==> config.mk <==
export PLATFORM = sky130hd
export DESIGN_NAME = mem_access_unit_flat
export DESIGN_NICKNAME = d
export VERILOG_FILES = /design/src/rtl/mem_access_unit_pkg.sv /design/src/rtl/mem_access_unit_if.sv /design/src/rtl/mem_access_unit_hilo_reg.sv /design/src/rtl/mem_access_unit.sv /design/src/flat_wrapper.sv
export SDC_FILE = /design/constraint.sdc
export NUM_CORES = 1
export LEC_CHECK = 0
export CORE_AREA = 2 2 152 154
export CTS_CLUSTER_SIZE = 28
export DETAILED_ROUTE_END_ITERATION = 8
export DIE_AREA = 0 0 154 156
export PLACE_DENSITY = 0.72
export SYNTH_ARGS = -nofsm -noshare
export SYNTH_HDL_FRONTEND = slang
export SYNTH_SLANG_ARGS = --single-unit
==> constraint.sdc <==
create_clock -name clk -period 8.6 [get_ports clk]
set_clock_uncertainty 0.2 [all_clocks]
set_input_delay 1.29 -clock clk [delete_from_list [all_inputs] [get_ports clk]]
set_output_delay 1.29 -clock clk [all_outputs]
set_load 0.02 [all_outputs]
==> src/rtl/mem_access_unit_pkg.sv <==
// Shared MEM-stage definitions: FSM state encoding, timeout fill data and
// word-address helpers used by mem_access_unit.
package mem_access_unit_pkg;

    typedef enum logic [1:0] {
        ST_IDLE = 2'd0,
        ST_BUSY = 2'd1,
        ST_DONE = 2'd2
    } state_e;

    localparam logic [31:0] TIMEOUT_DATA   = 32'hDEAD_BEEF;
    localparam logic [31:0] WORD_ADDR_MASK = 32'hFFFF_FFFC;

    function automatic logic [31:0] word_addr(input logic [31:0] a);
        return a & WORD_ADDR_MASK;
    endfunction

    function automatic logic is_misaligned(input logic [31:0] a);
        return a[1:0] != 2'b00;
    endfunction

endpackage

==> src/rtl/mem_access_unit_if.sv <==
// Data-memory request/ready port between the MEM stage (master) and memory (slave).
interface mem_access_unit_if;

    logic        dm_req;
    logic        dm_we;
    logic [31:0] dm_addr;
    logic [31:0] dm_wdata;
    logic [31:0] dm_rdata;
    logic        dm_ready;

    modport master (
        output dm_req,
        output dm_we,
        output dm_addr,
        output dm_wdata,
        input  dm_rdata,
        input  dm_ready
    );

    modport slave (
        input  dm_req,
        input  dm_we,
        input  dm_addr,
        input  dm_wdata,
        output dm_rdata,
        output dm_ready
    );

endinterface

==> src/rtl/mem_access_unit_hilo_reg.sv <==
// HI/LO register pair loaded from the 64-bit divider result {hi,lo}.
module hilo_reg (
    input  logic        clk,
    input  logic        rst,
    input  logic        we,
    input  logic [63:0] din,
    output logic [31:0] hi,
    output logic [31:0] lo
);

    logic [31:0] hi_q;
    logic [31:0] lo_q;

    always_ff @(posedge clk or posedge rst) begin
        if (rst) begin
            hi_q <= '0;
            lo_q <= '0;
        end else if (we) begin
            hi_q <= din[63:32];
            lo_q <= din[31:0];
        end
    end

    assign hi = hi_q;
    assign lo = lo_q;

endmodule

==> src/rtl/mem_access_unit.sv <==
// MEM stage: load/store sequencing on a req/ready port with pipeline stall and
// timeout abort, branch resolution and HI/LO. Optional MEM_MISALIGN_TRAP_EN adds misalign.
module mem_access_unit
    import mem_access_unit_pkg::*;
#(
    parameter int unsigned TIMEOUT_CYCLES = 16,
    parameter int unsigned CNT_W          = 5
) (
    input  logic                     clk,
    input  logic                     rst,
    input  logic                     mem_read,
    input  logic                     mem_write,
    input  logic [31:0]              alu_result,
    input  logic [31:0]              store_data,
    input  logic                     is_branch,
    input  logic                     zero,
    input  logic [31:0]              branch_pc,
    input  logic [63:0]              divd,
    input  logic                     open_hilo,
    mem_access_unit_if.master        dm,
    output logic                     stall,
    output logic [31:0]              mem_data,
    output logic                     pc_src,
    output logic [31:0]              branch_target,
    output logic [31:0]              hi,
    output logic [31:0]              lo,
`ifdef MEM_MISALIGN_TRAP_EN
    output logic                     misalign,
`endif
    output logic                     bus_err
);

    state_e             state_q;
    logic               req_q;
    logic               we_q;
    logic [31:0]        addr_q;
    logic [31:0]        wdata_q;
    logic [31:0]        mem_data_q;
    logic [CNT_W-1:0]   cnt_q;
    logic               bus_err_q;
    logic               access;
    logic               trap;
    logic               issue;
    logic               timeout_hit;

    assign access = mem_read | mem_write;

`ifdef MEM_MISALIGN_TRAP_EN
    logic misalign_q;
    assign trap     = access & is_misaligned(alu_result);
    assign misalign = misalign_q;
`else
    assign trap = 1'b0;
`endif

    assign issue       = (state_q == ST_IDLE) & access & ~trap;
    assign timeout_hit = (cnt_q == CNT_W'(TIMEOUT_CYCLES - 1));

    // Gated by rst so the pipeline is released the instant reset asserts,
    // even while the frozen EX/MEM register still presents a memory op.
    assign stall = ~rst & (issue | (state_q == ST_BUSY));

    always_ff @(posedge clk or posedge rst) begin
        if (rst) begin
            state_q    <= ST_IDLE;
            req_q      <= 1'b0;
            we_q       <= 1'b0;
            addr_q     <= '0;
            wdata_q    <= '0;
            mem_data_q <= '0;
            cnt_q      <= '0;
            bus_err_q  <= 1'b0;
`ifdef MEM_MISALIGN_TRAP_EN
            misalign_q <= 1'b0;
`endif
        end else begin
`ifdef MEM_MISALIGN_TRAP_EN
            misalign_q <= (state_q == ST_IDLE) & trap;
`endif
            case (state_q)
                ST_IDLE: begin
                    if (issue) begin
                        req_q   <= 1'b1;
                        we_q    <= mem_write;
                        addr_q  <= word_addr(alu_result);
                        wdata_q <= store_data;
                        cnt_q   <= '0;
                        state_q <= ST_BUSY;
                    end
                end
                ST_BUSY: begin
                    if (dm.dm_ready) begin
                        if (!we_q) begin
                            mem_data_q <= dm.dm_rdata;
                        end
                        req_q   <= 1'b0;
                        state_q <= ST_DONE;
                    end else if (timeout_hit) begin
                        req_q      <= 1'b0;
                        bus_err_q  <= 1'b1;
                        mem_data_q <= TIMEOUT_DATA;
                        state_q    <= ST_DONE;
                    end else begin
                        cnt_q <= cnt_q + 1'b1;
                    end
                end
                ST_DONE: begin
                    state_q <= ST_IDLE;
                end
                default: begin
                    state_q <= ST_IDLE;
                end
            endcase
        end
    end

    assign dm.dm_req   = req_q;
    assign dm.dm_we    = we_q;
    assign dm.dm_addr  = addr_q;
    assign dm.dm_wdata = wdata_q;

    assign mem_data = mem_data_q;
    assign bus_err  = bus_err_q;

    assign pc_src        = is_branch & zero;
    assign branch_target = branch_pc;

    hilo_reg u_hilo_reg (
        .clk (clk),
        .rst (rst),
        .we  (open_hilo & ~stall),
        .din (divd),
        .hi  (hi),
        .lo  (lo)
    );

endmodule
==> src/flat_wrapper.sv <==
// flat-port wrapper written by rule: the top's interface ports become plain ports
module mem_access_unit_flat import mem_access_unit_pkg::*;
#(
    parameter int unsigned TIMEOUT_CYCLES = 16,
    parameter int unsigned CNT_W          = 5
)
  (clk, rst, mem_read, mem_write, alu_result, store_data, is_branch, zero, branch_pc, divd, open_hilo, stall, mem_data, pc_src, branch_target, hi, lo, bus_err, dm_dm_req, dm_dm_we, dm_dm_addr, dm_dm_wdata, dm_dm_rdata, dm_dm_ready);
  mem_access_unit_if dm_i ();
  input  logic clk;
  input  logic rst;
  input  logic mem_read;
  input  logic mem_write;
  input  logic [31:0] alu_result;
  input  logic [31:0] store_data;
  input  logic is_branch;
  input  logic zero;
  input  logic [31:0] branch_pc;
  input  logic [63:0] divd;
  input  logic open_hilo;
  output logic stall;
  output logic [31:0] mem_data;
  output logic pc_src;
  output logic [31:0] branch_target;
  output logic [31:0] hi;
  output logic [31:0] lo;
  output logic bus_err;
  output wire logic [$bits(dm_i.dm_req)-1:0] dm_dm_req;
  output wire logic [$bits(dm_i.dm_we)-1:0] dm_dm_we;
  output wire logic [$bits(dm_i.dm_addr)-1:0] dm_dm_addr;
  output wire logic [$bits(dm_i.dm_wdata)-1:0] dm_dm_wdata;
  input wire logic [$bits(dm_i.dm_rdata)-1:0] dm_dm_rdata;
  input wire logic [$bits(dm_i.dm_ready)-1:0] dm_dm_ready;
  assign dm_dm_req = dm_i.dm_req;
  assign dm_dm_we = dm_i.dm_we;
  assign dm_dm_addr = dm_i.dm_addr;
  assign dm_dm_wdata = dm_i.dm_wdata;
  assign dm_i.dm_rdata = dm_dm_rdata;
  assign dm_i.dm_ready = dm_dm_ready;
  mem_access_unit #(.TIMEOUT_CYCLES(TIMEOUT_CYCLES), .CNT_W(CNT_W)) u_core (.clk(clk), .rst(rst), .mem_read(mem_read), .mem_write(mem_write), .alu_result(alu_result), .store_data(store_data), .is_branch(is_branch), .zero(zero), .branch_pc(branch_pc), .divd(divd), .open_hilo(open_hilo), .dm(dm_i), .stall(stall), .mem_data(mem_data), .pc_src(pc_src), .branch_target(branch_target), .hi(hi), .lo(lo), .bus_err(bus_err));
endmodule
# Yosys cells after proc, flatten, opt, wreduce, memory -nomap -nowiden
# Cells that the tools add are included.
# op_classes
add_sub_neg	1
n_eq_ne	7
mux	15
n_bitwise	9
n_reduce_logical	9
# op_table
op	count
$mux W32	3
$mux W5	3
$pmux W5 S2	1
$reduce_and A3 Y1	3
$mux W2	3
$ne A2 B2 Y1 const B	3
$add A5 B1 Y5 const B	1
$eq A5 B4 Y1 const B	1
$and A1 B1 Y1	4
$pmux W2 S2	1
$reduce_and A2 Y1	2
$reduce_and A4 Y1	1
$reduce_bool A2 Y1	2
$mux W1	3
$ne A3 B2 Y1 const B	1
$not A1 Y1	3
$eq A2 B1 Y1 const B	1
$logic_not A2 Y1	1
$ne A2 B1 Y1 const B	1
$or A1 B1 Y1	2
$pmux W1 S2	1
# word_totals
regBits	168
in_bits	200
out_inout_bits	197
wordCells	51

# Logic depth before layout (Yosys ltp)
# Gate-level depths: netlist (run 1).
# depth
ltp_word	6
depth_mapped	7

# Cells and area by module
# From an unflattened synthesis (run 1), not the netlist that was laid out.
# hier_totals
hier_cells	422
area_unflattened_um2	6857.8
# by_module_without_submodules
mod	n_inst	cells_each	area_per_inst_um2	seq_area_each_um2
mem_access_unit	1	286	4175.3	2602.5
hilo_reg	1	136	2682.6	1601.5

# Worst setup path before layout (run 1)
# OpenSTA, ideal clock, no wires.
# synth_path
kind	input port to output port
from	input port mem_write
to	output port stall
arrival_time_ns	1.818
t_required_ns	7.110
path_slack_ns	5.292
cell_stages	2
path_buffers	0
cell_sequence	nor3_1 nor3_1
# synth_via
elab_chain_len	4
# synth_rtl
item	line	rtl
from (decl)	flat_wrapper.sv:12	input logic mem_write;
$or A1 B1 Y1	mem_access_unit.sv:46	assign access = mem_read | mem_write;
$and A1 B1 Y1	mem_access_unit.sv:56	assign issue = (state_q == ST_IDLE) & access & ~trap;
$or A1 B1 Y1	mem_access_unit.sv:61	assign stall = ~rst & (issue | (state_q == ST_BUSY));
$and A1 B1 Y1	mem_access_unit.sv:61	
to (decl)	flat_wrapper.sv:20	output logic stall;
# No other way between the ends.

# Final worst setup path (run 1)
# Same ends and word-level chain as after synthesis.

==> run metrics, run 1 <==
worst path cell trace clkdlybuf4s50_1 -> nor3_1 -> nor3_1 -> clkdlybuf4s50_1; DR WL met3 1610 microns; met1 wire length 7000 microns; R2R setup slack 6.16 ns; r2r startpoint u_core.cnt_q[0]$_DFFE_PP0P_; area growth from synthesis to layout 59.5%; post-synthesis async set-or-reset flop share 100%; VDD IR max 0.186 mV; Setup crit end stall; first-iteration detailed-routing DRC count 167; Worst Path Arrival 2.86 ns; synthesized area 6580 sq um; Final setup viols 0; main area contributors after synthesis dfrtp_1 (64%), mux2_2 (21%), buf_4 (4.1%); post-synth top area share 63.9%; R2R depth 6; # Post-CTS Setup Buffers 0; Leak Pwr 4.26 nW; layout cells sized above 1 22.4%; slowest CP cell clkdlybuf4s50_1; Synth area leader dfrtp_1; GR Overflow Total 0; CTS tree done; die area 24000 sq um; Final ANT Viol Nets 0; f_max 230 MHz; CP startpoint mem_write; gr usage total 14.4%; Via density 4.51; Nets 922; PostCTS Resize Cnt 0; critical path class in2out; wire length per cell 17.3 microns; number of global-route vias before repair 4838; Slew headroom 32.7%; dpl hpwl 12500 microns; Synth Instances 420; PortBufs 328; Fillers 2012; synthesized area per cell 15.7 sq um; Core Footprint 22400 sq um; CTS buffer count 17; reg2reg end u_core.mem_data[9]$_DFFE_PP0P_; metal2 WL 8360 microns; synthesis warning total 0; Final Hold Violating Endpoints 0; RSZ-0062 raised after global routing false; Clock Path Buffers 2; outcome completed; Rows 55; Die Span X 154 microns; PD cells 347 nW/um^2; critical path peak fanout 4; synthesis-stage register bit count 168; initial antenna violation count 0; period utilisation layout 50.5%; Worst-Skew Late Latency 0.41 ns; Final Routed Wirelength 17600 microns; gpl congestion 0.723; Starting Density 29.4%; CTS Sinks 168; Netlist cell types 34; Critical Path RT 7.11 ns; die height 156 microns; first-pass detailed-route iteration total 4; H-tree depth 4; crit path capture type output port; Hold WC Path Type reg2reg; Slew @ Worst Pin 1.01 ns; fin util 46.9%; first-pass GRT wire length 26700 microns; DRC errors left 0; Slowest Stage Delay on Critical Path 0.57 ns; dominant synthesized flop cell dfrtp_1; max-cap violations 0; Post-synth EDFFs 0; Clock transition at path regs 0.06 ns; Final min period 4.35 ns; I/O pins 397; hold buffer count at cts 0; largest net degree at the start of global routing 99; register area share after synthesis 63.9%; CP startpoint kind primary input; Slew Limit Fails 0; total vias in the final route 4595; final hold slack 0.268 ns; diodes inserted 0; setup TNS 0 ns; Max Used Layer met4; clock root cell clkbuf_16
## metrics by stage
stage	instance area, sq um	instances	power [mW]	setup WS, ns
after floorplan	6590	421	2.11	2.56
after global placement	9890	986	2.86	4.25
after detailed placement	9890	986	2.88	4.24
after CTS	10500	1018	3.70	4.25
after global routing	10500	1018	3.84	4.19
final	10500	1018	3.64	4.25
## critical path, delay by kind of cell
kind          cells  cell delay, ns
buf+inv           2            1.07
simple gates      2            0.50
## registers in the layout (all words and copies together) (netlist names), 2 cells and up
register / flops
u_core.dm.dm_addr: 30
u_core.dm.dm_wdata: 32
u_core.u_hilo_reg.lo: 32
u_core.cnt_q: 5
u_core.mem_data: 32
u_core.state_q: 2
u_core.u_hilo_reg.hi: 32
## synthesized netlist by cell type (2+ instances only)
master / n
o21ai_0: 2
o22a_1: 24
nor3_1: 2
mux2_1: 5
inv_1: 3
clkbuf_1: 2
buf_4: 36
buf_6: 4
ha_1: 2
o21ai_2: 2
nor2_1: 7
a22o_1: 9
buf_2: 9
dfrtp_1: 168
mux2_2: 122
mux2i_1: 3
nand2_1: 3
## metal layers
layer  global-route usage [%]  up-vias
met1                     17.4     2281
met2                     22.4      199
met4                     7.34        0
li1                         -     2060
met5                        0        -
met3                     5.56       55
## worst min path at each step
stage               cells after the start                     endpoint                         from
floorplan                               1  u_core.cnt_q[3]$_DFFE_PP0P_  u_core.cnt_q[3]$_DFFE_PP0P_
global route                            1   u_core.bus_err$_DFFE_PP0P_   u_core.bus_err$_DFFE_PP0P_
global placement                        1   u_core.bus_err$_DFFE_PP0P_   u_core.bus_err$_DFFE_PP0P_
finish                                  1   u_core.bus_err$_DFFE_PP0P_   u_core.bus_err$_DFFE_PP0P_
CTS                                     1   u_core.bus_err$_DFFE_PP0P_   u_core.bus_err$_DFFE_PP0P_
detailed placement                      1   u_core.bus_err$_DFFE_PP0P_   u_core.bus_err$_DFFE_PP0P_
## cells in the final DEF, fill, tap and decap left out, types with 5 or more instances in the layout
master and count:
inv_6 6, a22o_1 9, mux2_1 5, clkbuf_16 17, mux2_2 122, o22a_1 24, nor2_1 7, dfrtp_1 168
clkdlybuf4s50_1 328
## area by class of cell
cell class / count / area, sq um / area share (%)
clock inverters: 14 / 178 / 1.69
flip-flops and latches: 168 / 4200 / 40.0
well taps: 285 / 357 / 3.40
clock buffers: 18 / 429 / 4.09
inverters: 3 / 16.3 / 0.155
multi-input cells: 199 / 2010 / 19.1
repair buffers: 331 / 3310 / 31.5
## cell families after synthesis
logic type | Yosys count | share of synthesized area, %
adders and majority gates | 2 | 0.380
other | 1 | 0.0570
DFF | 168 | 63.9
muxes | 130 | 22.2
buffers and inverters | 54 | 5.76
AOI/OAI and AO/OA | 44 | 5.97
and+or+nand+nor | 21 | 1.79
## where the power goes
part | switching (mW) | leakage, nW | internal, mW
registers | 0.159 | 1.95 | 1.09
logic | 0.745 | 2.02 | 0.854
clock network | 0.349 | 0.291 | 0.442
(Power assumes the default switching activity.)
==> run 2, diff against run 1 <==
--- a/config.mk
+++ b/config.mk
@@ -5,11 +5,11 @@
 export SDC_FILE = /design/constraint.sdc
 export NUM_CORES = 1
 export LEC_CHECK = 0
-export CORE_AREA = 2 2 152 154
+export CORE_AREA = 2 2 156 158
 export CTS_CLUSTER_SIZE = 28
 export DETAILED_ROUTE_END_ITERATION = 8
-export DIE_AREA = 0 0 154 156
-export PLACE_DENSITY = 0.72
+export DIE_AREA = 0 0 158 160
+export PLACE_DENSITY = 0.71
 export SYNTH_ARGS = -nofsm -noshare
 export SYNTH_HDL_FRONTEND = slang
 export SYNTH_SLANG_ARGS = --single-unit
==> constraint.sdc (replaced) <==
create_clock -name clk -period 3.9 [get_ports clk]
set_clock_uncertainty 0.2 [all_clocks]
set_input_delay 0.585 -clock clk [delete_from_list [all_inputs] [get_ports clk]]
set_output_delay 0.585 -clock clk [all_outputs]
set_load 0.02 [all_outputs]
==> run 2 against run 1 <==
Combinational power increased by 120%. Largest cell class unchanged. Sequential cell count unchanged. Global-route usage decreased by 1.4 points. Final area increased by 0.58%.
==> run metrics, run 2 (same netlist as run 1, synthesis figures left out) <==
outcome completed; area growth from synthesis to layout 60.4%; largest net degree at the start of global routing 169; crit path capture type output port; DR WL met3 1800 microns; wire length per cell 15.8 microns; hold buffer count at cts 0; initial antenna violation count 0; clock root cell clkbuf_16; post-placement cell area 9980 sq um; most common cell after layout, fill and taps aside clkdlybuf4s50_1; Slew @ Worst Pin 1.03 ns; max-cap violations 0; R2R depth 6; CTS tree done; Clock transition at path regs 0.07 ns; Starting Density 27.6%; PostCTS Resize Cnt 0; first-pass GRT wire length 25400 microns; Clock Path Buffers 2; Max Used Layer met4; dpl hpwl 12100 microns; most frequent cells in the layout clkdlybuf4s50_1 (328), dfrtp_1 (168), mux2_2 (122); met1 wire length 6530 microns; gr usage total 13.0%; CP startpoint kind primary input; Core Footprint 23800 sq um; diodes inserted 0; total vias in the final route 4539; Leak Pwr 4.26 nW; Hold WC Path Type reg2reg; Hold Path Depth 1; CTS Sinks 168; Via density 4.29; Final Hold Violating Endpoints 0; number of global-route vias before repair 4755; f_max 338 MHz; I/O pins 397; Final setup viols 0; critical path peak fanout 4; Slew Limit Fails 0; PortBufs 328; first-pass detailed-route iteration total 4; DRC errors left 0; GR Overflow Total 0; layout cells sized above 1 22.4%; Rows 57; gpl congestion 0.742; PD cells 753 nW/um^2; first-iteration detailed-routing DRC count 164; CTS buffer count 17; die area 25300 sq um; metal2 WL 8000 microns; Slew headroom 30.9%; H-tree depth 4; period utilisation layout 75.8%; Worst-Skew Late Latency 0.41 ns; RSZ-0062 raised after global routing false; Final ANT Viol Nets 0; Die Span X 158 microns; Worst Path Arrival 2.17 ns; VDD IR max 0.450 mV; Final min period 2.95 ns; die height 160 microns; Critical Path RT 3.12 ns; critical path class in2out; setup TNS 0 ns; Final Cell Area 10600 sq um; Nets 922; Final Routed Wirelength 16700 microns; # Post-CTS Setup Buffers 0
-- run 2: cell count changes in the layout (fill, tap and decap cells not counted), sizes merged --
cell	change
clkinv	+5
inv	-4
bufinv	-1
clkbuf	+1
clkinvlp	-1
-- run 2: per-layer routing --
metal  track usage, %  vias to the layer above
met5                0                        -
met2             21.5                      233
li1                 -                     2061
met4             4.67                        0
met3             6.13                       24
met1             14.5                     2221
-- run 2: stage by stage --
| stage | util (%) | total power, mW | setup WS [ns] | instances | hold slack, ns |
|---|---|---|---|---|---|
| 2_1_floorplan | - | 4.66 | 0.974 | 421 | 0.234 |
| 3_3_place_gp | 41.9 | 6.31 | 0.938 | 1025 | 0.243 |
| 3_5_place_dp | 41.9 | 6.37 | 0.953 | 1025 | 0.265 |
| 4_1_cts | 44.3 | 8.09 | 0.927 | 1057 | 0.280 |
| 5_1_grt | 44.3 | 8.38 | 0.812 | 1057 | 0.296 |
| 6_report | 44.3 | 7.95 | 0.946 | 1057 | 0.276 |
-- run 2: layout make-up --
cell class	count	area, sq um
tap	324	405
timing repair buffer	331	3340
clock inverter	13	140
multi-input combinational	199	2010
clock buffer	19	443
sequential	168	4200
fill	2213	13300
inverter	3	15.0
-- run 2: where the power goes --
part	switching, mW	total (mW)	internal, mW	leakage, nW
clock	0.739	1.66	0.920	0.289
combinational	1.63	3.53	1.90	2.03
sequential	0.354	2.77	2.41	1.95
-- run 2: critical path: stages --
cell and delay, ns:
clkdlybuf4s50_1 0.50, nor3_1 0.43, nor3_1 0.08, clkdlybuf4s50_1 0.57
-- run 2: worst paths after layout --
path | startpoint | slack, ns | end
worst max-delay path | mem_write | 0.95 | stall
worst max register to register | u_core.cnt_q[0]$_DFFE_PP0P_ | 1.47 | u_core.mem_data[3]$_DFFE_PP0P_
worst min-delay path | u_core.bus_err$_DFFE_PP0P_ | 0.28 | u_core.bus_err$_DFFE_PP0P_
worst min register to register | u_core.bus_err$_DFFE_PP0P_ | 0.28 | u_core.bus_err$_DFFE_PP0P_
min in group asynchronous | rst | 0.70 | u_core.mem_data[16]$_DFFE_PP0P_
max in group asynchronous | rst | 2.09 | u_core.dm.dm_addr[2]$_DFFE_PP0P_
==> run 3, diff against run 2 <==
==> constraint.sdc (replaced) <==
create_clock -name clk -period 2.6 [get_ports clk]
set_clock_uncertainty 0.2 [all_clocks]
set_input_delay 0.39 -clock clk [delete_from_list [all_inputs] [get_ports clk]]
set_output_delay 0.39 -clock clk [all_outputs]
set_load 0.02 [all_outputs]
==> run 3 against run 2 <==
Non-clock buffer count grew 11. Clock-buffer cell count fell by 1. Combinational power up 52%. Routed wire length rose by 2.4%. Final area is 1.0% higher. Setup slack worse by 0.76 ns. Register-to-register slack lost 1.3 ns. Final cell count rose by 1.0%. Sequential cell count stayed put. Power rose by 52%. Largest power group unchanged.
==> run metrics, run 3 (same netlist as run 1, synthesis figures left out) <==
Final ANT Viol Nets 0; Final Worst Setup Slack 0.185 ns; most frequent cells in the layout clkdlybuf4s50_1 (328), dfrtp_1 (168), mux2_2 (122); most common cell after layout, fill and taps aside clkdlybuf4s50_1; Final Hold Violating Endpoints 0; critical path class reg2out; clock root cell clkbuf_16; diodes inserted 0; CP delay by family, top buffers and inverters; Final setup viols 0; PD cells 1130 nW/um^2; pre-CTS setup slack 0.120 ns; first-pass GRT wire length 26200 microns; CP Buf/Inv Count 1; Slew @ Worst Pin 1.02 ns; Final min period 2.41 ns; die height 160 microns; Die Span X 158 microns; Clock Path Buffers 2; number of global-route vias before repair 4862; area growth from synthesis to layout 62.1%; DRC errors left 0; Slowest Stage Delay on Critical Path 0.56 ns; total power 12.1 mW; VDD IR max 0.607 mV; CP startpoint u_core.state_q[0]$_DFFE_PP0P_; setup TNS 0 ns; outcome completed; first-pass detailed-route iteration total 4; CTS buffer count 17; Critical Path RT 2.01 ns; period utilisation layout 92.9%; R2R depth 6; dpl hpwl 12600 microns; critical path peak fanout 6; RSZ-0062 raised after global routing false; die area 25300 sq um; Slew headroom 32.0%; f_max 414 MHz; max-cap violations 0; first-iteration detailed-routing DRC count 195; gr usage total 13.4%; gpl congestion 0.756; Fillers 2206; Worst-Skew Late Latency 0.42 ns; Clock transition at path regs 0.07 ns; largest net degree at the start of global routing 98; crit path capture type output port; Nets 933; CP startpoint kind register; initial antenna violation count 0; Slew Limit Fails 0; I/O pins 397; Rows 57; r2r startpoint u_core.cnt_q[0]$_DFFE_PP0P_; Core Footprint 23800 sq um; Leak Pwr 4.32 nW; Final Cell Area 10700 sq um; wire length per cell 16.0 microns; Starting Density 27.6%; GR Overflow Total 0; Crit path depth 3; total vias in the final route 4576; slowest CP cell clkdlybuf4s50_1; R2R setup slack 0.21 ns; worst path cell trace nor3_2 -> nor3_1 -> clkdlybuf4s50_1; Hold WC Path Type reg2reg; CTS tree done; PortBufs 328; Worst Path Arrival 1.82 ns; reg2reg end u_core.cnt_q[4]$_DFFE_PP0P_; Setup crit end stall; layout cells sized above 1 23.7%; CTS Sinks 168; Final Routed Wirelength 17100 microns; post-placement cell area 10100 sq um; hold buffer count at cts 0; H-tree depth 4; Via density 4.28
[run 3: per-stage QoR]
stage          hold WS [ns]  utilization, %  cells
4_1_cts               0.275            44.8   1068
5_1_grt               0.300            44.8   1068
3_5_place_dp          0.259            42.3   1036
2_1_floorplan         0.234               -    421
3_3_place_gp          0.247            42.3   1036
6_report              0.269            44.8   1068
[run 3: layout make-up]
| cell class | count | area [sq um] | area share [%] |
|---|---|---|---|
| Sequential cell | 168 | 4200 | 39.4 |
| Timing Repair Buffer | 342 | 3440 | 32.2 |
| Multi-Input combinational cell | 199 | 2020 | 18.9 |
| Clock buffer | 18 | 429 | 4.02 |
| Tap cell | 324 | 405 | 3.80 |
| Clock inverter | 14 | 164 | 1.54 |
| Inverter | 3 | 15.0 | 0.141 |
[run 3: layer usage]
layer | vias up | global-route usage [%] | share of wire [%]
li1 | 2091 | - | -
met1 | 2234 | 14.9 | 39
met2 | 231 | 22.4 | 49
met3 | 20 | 6.00 | 11
met4 | 0 | 5.04 | 2.0
met5 | - | 0 | 0
[run 3: how the worst min path moves through the flow]
stage	start	endpoint	slack [ns]	cells past startpoint
after global routing	u_core.bus_err$_DFFE_PP0P_	u_core.bus_err$_DFFE_PP0P_	0.30	1
after global placement	u_core.bus_err$_DFFE_PP0P_	u_core.bus_err$_DFFE_PP0P_	0.25	1
after detailed placement	u_core.bus_err$_DFFE_PP0P_	u_core.bus_err$_DFFE_PP0P_	0.26	1
after CTS	u_core.bus_err$_DFFE_PP0P_	u_core.bus_err$_DFFE_PP0P_	0.27	1
final	u_core.bus_err$_DFFE_PP0P_	u_core.bus_err$_DFFE_PP0P_	0.27	1
after floorplan	u_core.cnt_q[3]$_DFFE_PP0P_	u_core.cnt_q[3]$_DFFE_PP0P_	0.23	1
[run 3: where the power goes]
part / leakage [nW] / switching (mW) / total (mW) / internal, mW
clock: 0.291 / 1.13 / 2.58 / 1.45
sequential: 1.95 / 0.531 / 4.15 / 3.62
combinational: 2.09 / 2.46 / 5.36 / 2.89
total: 4.32 / 4.12 / 12.1 / 7.96
[run 3: timing repair]
action,in CTS,in global routing
setup buffers,0,0
setup endpoints to repair,0,1
resized for setup,0,1
